**config.mk**
```make
export PLATFORM = sky130hd
export DESIGN_NAME = branch_resolve_unit
export DESIGN_NICKNAME = d
export VERILOG_FILES = /design/src/rtl/branch_resolve_unit.sv
export SDC_FILE = /design/constraint.sdc
export NUM_CORES = 1
export LEC_CHECK = 0
export CAP_MARGIN = 20
export CORE_UTILIZATION = 45
export DETAILED_ROUTE_END_ITERATION = 10
export PLACE_DENSITY_LB_ADDON = 0.08
export REMOVE_ABC_BUFFERS = 1
export SLEW_MARGIN = 0
export SYNTH_ARGS = -nofsm -noshare
export SYNTH_HDL_FRONTEND = slang
export SYNTH_SLANG_ARGS = --single-unit
```
**constraint.sdc**
```tcl
create_clock -name clk -period 1.3 [get_ports clk]
set_input_delay 0.195 -clock clk [delete_from_list [all_inputs] [get_ports clk]]
set_output_delay 0.195 -clock clk [all_outputs]
set_load 0.02 [all_outputs]
```
**src/rtl/branch_resolve_unit.sv**
```systemverilog
// -----------------------------------------------------------------------------
// branch_resolve_unit
//
// Purpose:
//   Resolves conditional branches in EX against the guess made at fetch by the
//   branch history table (BHT), and drives the writer side of the BHT update
//   interface. Each fetch's guess (BHT state and predicted next PC) rides
//   through IF/ID/EX shadow slots in lock-step with the core pipeline. At EX a
//   misprediction produces a registered PC redirect and flush, the wrong-path
//   shadow entries are killed, and a one-cycle RECOVER state discards the
//   fetch that was already in flight.
//
// Parameters:
//   ADDR_W  width of word-address PC values (instruction memory address width,
//           default 12)
//   CNT_W   width of the performance counters (only with BRU_PERF_CNT_EN)
//
// Ports:
//   clk, rst_n         clock, asynchronous active-low reset
//   pipe_en            core pipeline advance (0 = stall, shadow slots hold)
//   if_valid, if_pc_4, if_guess_pc, if_guess_state
//                      fetch slot contents and the BHT guess returned with it
//   ex_is_branch, ex_taken, ex_target
//                      branch information computed in EX
//   update_en, update_pc_4, update_pc_remote, update_state_old, branch_succ
//                      registered one-cycle BHT update strobe and payload
//   redirect_en, redirect_pc
//                      registered one-cycle PC redirect to fetch
//   flush              kill IF and ID in the core (same cycle as redirect_en)
//   busy               RECOVER state indicator
//   perf_branches, perf_mispredicts
//                      saturating event counters (only with BRU_PERF_CNT_EN)
//
// Configuration macro:
//   BRU_PERF_CNT_EN    when defined, adds the two performance counter outputs
// -----------------------------------------------------------------------------

module branch_resolve_unit #(
  parameter int ADDR_W = 12
`ifdef BRU_PERF_CNT_EN
  ,
  parameter int CNT_W = 32
`endif
) (
  input  logic              clk,
  input  logic              rst_n,
  input  logic              pipe_en,
  input  logic              if_valid,
  input  logic [ADDR_W-1:0] if_pc_4,
  input  logic [ADDR_W-1:0] if_guess_pc,
  input  logic [1:0]        if_guess_state,
  input  logic              ex_is_branch,
  input  logic              ex_taken,
  input  logic [ADDR_W-1:0] ex_target,
  output logic              update_en,
  output logic [ADDR_W-1:0] update_pc_4,
  output logic [ADDR_W-1:0] update_pc_remote,
  output logic [1:0]        update_state_old,
  output logic              branch_succ,
  output logic              redirect_en,
  output logic [ADDR_W-1:0] redirect_pc,
  output logic              flush,
  output logic              busy
`ifdef BRU_PERF_CNT_EN
  ,
  output logic [CNT_W-1:0]  perf_branches,
  output logic [CNT_W-1:0]  perf_mispredicts
`endif
);

  typedef enum logic {
    RUN,
    RECOVER
  } state_t;

  state_t state;
  state_t state_next;

  // Shadow slot for the instruction currently in ID
  logic              id_valid;
  logic [ADDR_W-1:0] id_pc_4;
  logic [ADDR_W-1:0] id_guess_pc;
  logic [1:0]        id_guess_state;

  // Shadow slot for the instruction currently in EX
  logic              ex_valid;
  logic [ADDR_W-1:0] ex_pc_4;
  logic [ADDR_W-1:0] ex_guess_pc;
  logic [1:0]        ex_guess_state;

  logic              resolve;
  logic              mispredict;
  logic [ADDR_W-1:0] actual_pc;
  logic              fetch_accept;

  // Resolution only happens when the EX instruction actually leaves EX. A
  // non-branch also resolves: if its guess differs from pc_4 the BHT aliased
  // it onto a branch entry and fetch went the wrong way.
  always_comb begin
    resolve    = ex_valid & pipe_en & (state == RUN);
    actual_pc  = (ex_is_branch & ex_taken) ? ex_target : ex_pc_4;
    mispredict = resolve & (actual_pc != ex_guess_pc);
  end

  // While recovering, the instruction sitting in the fetch slot was fetched
  // before the redirect took effect, so it must not enter the shadow pipe.
  assign fetch_accept = if_valid & (state == RUN);

  // FSM state register
  always_ff @(posedge clk or negedge rst_n) begin
    if (!rst_n) begin
      state <= RUN;
    end else begin
      state <= state_next;
    end
  end

  // FSM next state: RECOVER lasts until one pipe_en=1 cycle has been consumed
  always_comb begin
    state_next = state;
    case (state)
      RUN: begin
        if (mispredict) begin
          state_next = RECOVER;
        end
      end
      RECOVER: begin
        if (pipe_en) begin
          state_next = RUN;
        end
      end
      default: begin
        state_next = RUN;
      end
    endcase
  end

  assign busy = (state == RECOVER);

  // Shadow pipe advances with the core; a mispredict kills both slots
  always_ff @(posedge clk or negedge rst_n) begin
    if (!rst_n) begin
      id_valid       <= 1'b0;
      id_pc_4        <= '0;
      id_guess_pc    <= '0;
      id_guess_state <= 2'b00;
      ex_valid       <= 1'b0;
      ex_pc_4        <= '0;
      ex_guess_pc    <= '0;
      ex_guess_state <= 2'b00;
    end else if (pipe_en) begin
      id_valid       <= fetch_accept & ~mispredict;
      id_pc_4        <= if_pc_4;
      id_guess_pc    <= if_guess_pc;
      id_guess_state <= if_guess_state;
      ex_valid       <= id_valid & ~mispredict;
      ex_pc_4        <= id_pc_4;
      ex_guess_pc    <= id_guess_pc;
      ex_guess_state <= id_guess_state;
    end
  end

  // Registered strobes and payloads; strobes are single-cycle pulses and the
  // payload registers capture only on a resolution so they stay stable.
  always_ff @(posedge clk or negedge rst_n) begin
    if (!rst_n) begin
      update_en        <= 1'b0;
      update_pc_4      <= '0;
      update_pc_remote <= '0;
      update_state_old <= 2'b00;
      branch_succ      <= 1'b0;
      redirect_en      <= 1'b0;
      redirect_pc      <= '0;
      flush            <= 1'b0;
    end else begin
      update_en   <= resolve & ex_is_branch;
      redirect_en <= mispredict;
      flush       <= mispredict;
      if (resolve) begin
        update_pc_4      <= ex_pc_4;
        update_pc_remote <= ex_target;
        update_state_old <= ex_guess_state;
        branch_succ      <= ex_taken;
        redirect_pc      <= actual_pc;
      end
    end
  end

`ifdef BRU_PERF_CNT_EN
  // Event counters follow the registered strobes and stick at all-ones
  always_ff @(posedge clk or negedge rst_n) begin
    if (!rst_n) begin
      perf_branches    <= '0;
      perf_mispredicts <= '0;
    end else begin
      if (update_en && (perf_branches != {CNT_W{1'b1}})) begin
        perf_branches <= perf_branches + 1'b1;
      end
      if (redirect_en && (perf_mispredicts != {CNT_W{1'b1}})) begin
        perf_mispredicts <= perf_mispredicts + 1'b1;
      end
    end
  end
`endif

endmodule

```
==> results.md <==
* Status: complete, but fails checks
* Failing checks: negative setup slack
* N_diodes at 0
* Seq/Total Area, Yosys at 0.604
* FF+latch count, synth at 96
* Initial antenna violation count at 0
* Mapped Cells at 278
* TritonRoute pass-1 iters at 4
* CP max stage cell: clkdlybuf4s50_1
* CP max stage delay at 490 ps
* Peak Freq at 0.714 GHz
* Netlist cell types at 28
* Area growth from synthesis to layout at 39.5%
* Routed wire length at 8130 um
* Slew at the pin with the worst max-slew slack at 425 ps
* I/O Buffers at 86
* Yosys warns at 0
* H-tree depth at 3
* First-pass GRT wire length at 12700 um
* DP HPWL at 5530 um
* Syn_area_per_cell at 14.3 sq um
* RSZ-0062 raised after global routing: yes
* Worst hold path class: primary input to register
* Clock root buffer: clkbuf_8
* Max Slew Vio Count at 0
* Routed len/inst at 15.9 um
* Critical path endpoint category: register
* CP Launch Type: primary input
* Clock network fraction of design power at 0.209
* Final setup viols at 3
* CTS clk-pin slew, worst paths at 90 ps
* Post-Syn Area at 3980 sq um
* Post-DRT Antenna Nets at 0
* PwrDens at 1750 nW/um^2
* Vias/cell at 5.13
* Net Sw Power at 0.00315 W
* Gr usage total at 0.185
* # nets final at 444
* Worst-skew pair later-pin latency at 360 ps
* Worst Path Required at 1550 ps
* Register area at 2400 sq um
* Fin Setup TNS at -168 ps
* Fill count at 654
* Slew margin rel. at 0.717
* Die area at 9220 sq um
* Critical-path maximum fanout at 6
* Routed vias at 2614
* Final hold violation count at 0
* Die Y at 96.0 um
* Max Root-Sink Buffers at 2
* Switching share of power at 0.325
* Largest net degree at the start of global routing at 33
* Core box area at 8380 sq um
* Worst EP arrival at 1650 ps
* Pwr Total at 0.00969 W
* Setup CP Type: primary input to register
* CTS tree: done
* Std-Cell Rows at 33
* Placer Congestion at 0.775
* Int Pwr at 0.00654 W
* Multi-input gate area in the final layout at 1570 sq um
* Max cap viols at 0
* Leakage at 2.44 nW
* IO Pins at 87
* Layout cells sized above 1 at 0.378
* Hold Slack at 273 ps
* Clk_skew at 11.3 ps
* Width of the die at 96.0 um
* Flop pwr share at 0.442
* Util after Layout at 0.662
* Initial DRC count at 64
* Vias in the first global route at 2632
* TritonCTS Buffers at 9
* Sinks on Clock Net at 96
* Initial Utilization at 0.475
* Peak supply drop at 980 uV
* Combinational power share at 0.349
* Residual DRC at 0
* Grt total ovfl at 0
* Final worst-path setup slack at -100 ps
* Crit path cell chain: clkdlybuf4s50_1, and2_4, mux2i_2, a2bb2oi_2, a31oi_2, a21o_1
* Min Tclk post-route at 1400 ps
* Fin crit share at 1.08
[critical path: cells and delay by family]
family,cells,cell delay [ps]
AOI/OAI and AO/OA,3,510
buffers and inverters,1,490
muxes,1,250
and+or+nand+nor,1,200
[cell type report]
cell class | count | share of cell area
Inverter | 2 | 0.00135
Timing Repair Buffer | 125 | 0.221
Sequential cell | 96 | 0.433
Clock buffer | 12 | 0.0280
Multi-Input combinational cell | 166 | 0.283
Tap cell | 105 | 0.0237
Clock inverter | 4 | 0.00947
[sequential cells by signal, indices dropped and copies added, names as in the netlist]
register / count
id_valid: 1
flush: 1
update_pc_remote: 12
ex_guess_pc: 12
update_pc_4: 12
update_en: 1
id_pc_4: 12
ex_pc_4: 12
branch_succ: 1
ex_guess_state: 2
busy: 1
id_guess_state: 2
update_state_old: 2
ex_valid: 1
redirect_pc: 12
id_guess_pc: 12
[metal layers]
| metal | wire length [um] | share of wire | up-vias | track usage |
|---|---|---|---|---|
| li1 | - | - | 1221 | - |
| met1 | 3780 | 0.46 | 1320 | 0.248 |
| met2 | 3850 | 0.47 | 60 | 0.287 |
| met3 | 366 | 0.045 | 13 | 0.0442 |
| met4 | 139 | 0.017 | 0 | 0.0821 |
| met5 | 0 | 0 | - | 0 |
[cell usage after synthesis (all sizes together)]
cell | n | area [sq um]
a2bb2oi | 1 | 15.0
dfrtp | 96 | 2400
nor2 | 5 | 21.3
nand2 | 17 | 66.3
o21ai | 12 | 60.1
buf | 12 | 71.3
a21o | 1 | 7.51
a311oi | 1 | 8.76
nand4 | 2 | 12.5
inv | 2 | 7.51
xnor2 | 18 | 158
nand2b | 2 | 12.5
and3 | 1 | 6.26
and2 | 5 | 33.8
o2bb2ai | 1 | 8.76
o2111ai | 4 | 35.0
mux2i | 12 | 120
clkbuf | 2 | 7.51
mux2 | 79 | 890
a31oi | 1 | 12.5
o22ai | 2 | 12.5
nand3 | 2 | 10.0
[timing repair]
| item | 4_1_cts | 5_1_grt |
|---|---|---|
| gates resized for setup | 53 | 47 |
| cloned | 0 | 2 |
| buffers inserted | 3 | 1 |
| endpoints found under the setup margin | 48 | 57 |
| hold buffers | 1 | 0 |
| endpoints found under the hold margin | 24 | 0 |
| pin swaps | 2 | 4 |
[layout by cell type, fill, tap and decap left out, types with 4 or more instances in the layout]
cell and n:
dfrtp_1 95, mux2_2 76, clkdlybuf4s50_1 41, buf_4 28
clkdlybuf4s15_1 26, xnor2_1 16, nand2_1 15, dlygate4sd2_1 14
mux2i_1 11, clkbuf_8 11, o21ai_0 7, o21ai_1 5
buf_12 5, and2_1 4, nor2_1 4, o2111ai_2 4
buf_6 4
[per-stage QoR]
stage | instances | cell area (sq um) | worst slack (ps)
2_1_floorplan | 264 | 3900 | -356
3_3_place_gp | 487 | 5170 | -424
3_5_place_dp | 487 | 5170 | -448
4_1_cts | 507 | 5400 | -59.3
5_1_grt | 510 | 5550 | -187
6_report | 510 | 5550 | -100
[logic make-up (layout without fill, tap and decap cells)]
group	Yosys count	after routing	share of synthesized area
flip-flops	96	96	0.604
multiplexers	91	91	0.254
AND/OR/NAND/NOR	34	34	0.0409
AO/OA/AOI/OAI	23	23	0.0403
XOR/XNOR	18	18	0.0396
buffers and inverters	16	143	0.0217
[power by group through the flow]
stage	logic (W)	clock network, W	registers [W]
floorplan	0.000994	0	0.00505
global placement	0.00355	0	0.00431
detailed placement	0.00359	0	0.00434
CTS	0.00322	0.00208	0.00427
global route	0.00364	0.00218	0.00439
finish	0.00339	0.00203	0.00428
[worst paths after layout]
check | depth (start not counted) | slack, ps | startpoint | end
setup / recovery | 6 | -100 | ex_is_branch | busy
hold / removal | 3 | 270 | pipe_en | id_valid
setup reg to reg | 5 | -90 | ex_guess_pc[5] | busy
hold reg to reg | 2 | 500 | redirect_pc[4] | redirect_pc[4]
max in group asynchronous | 3 | 510 | rst_n | ex_guess_pc[6]
min in group asynchronous | 2 | 300 | rst_n | id_pc_4[3]
(Power assumes the default switching activity.)
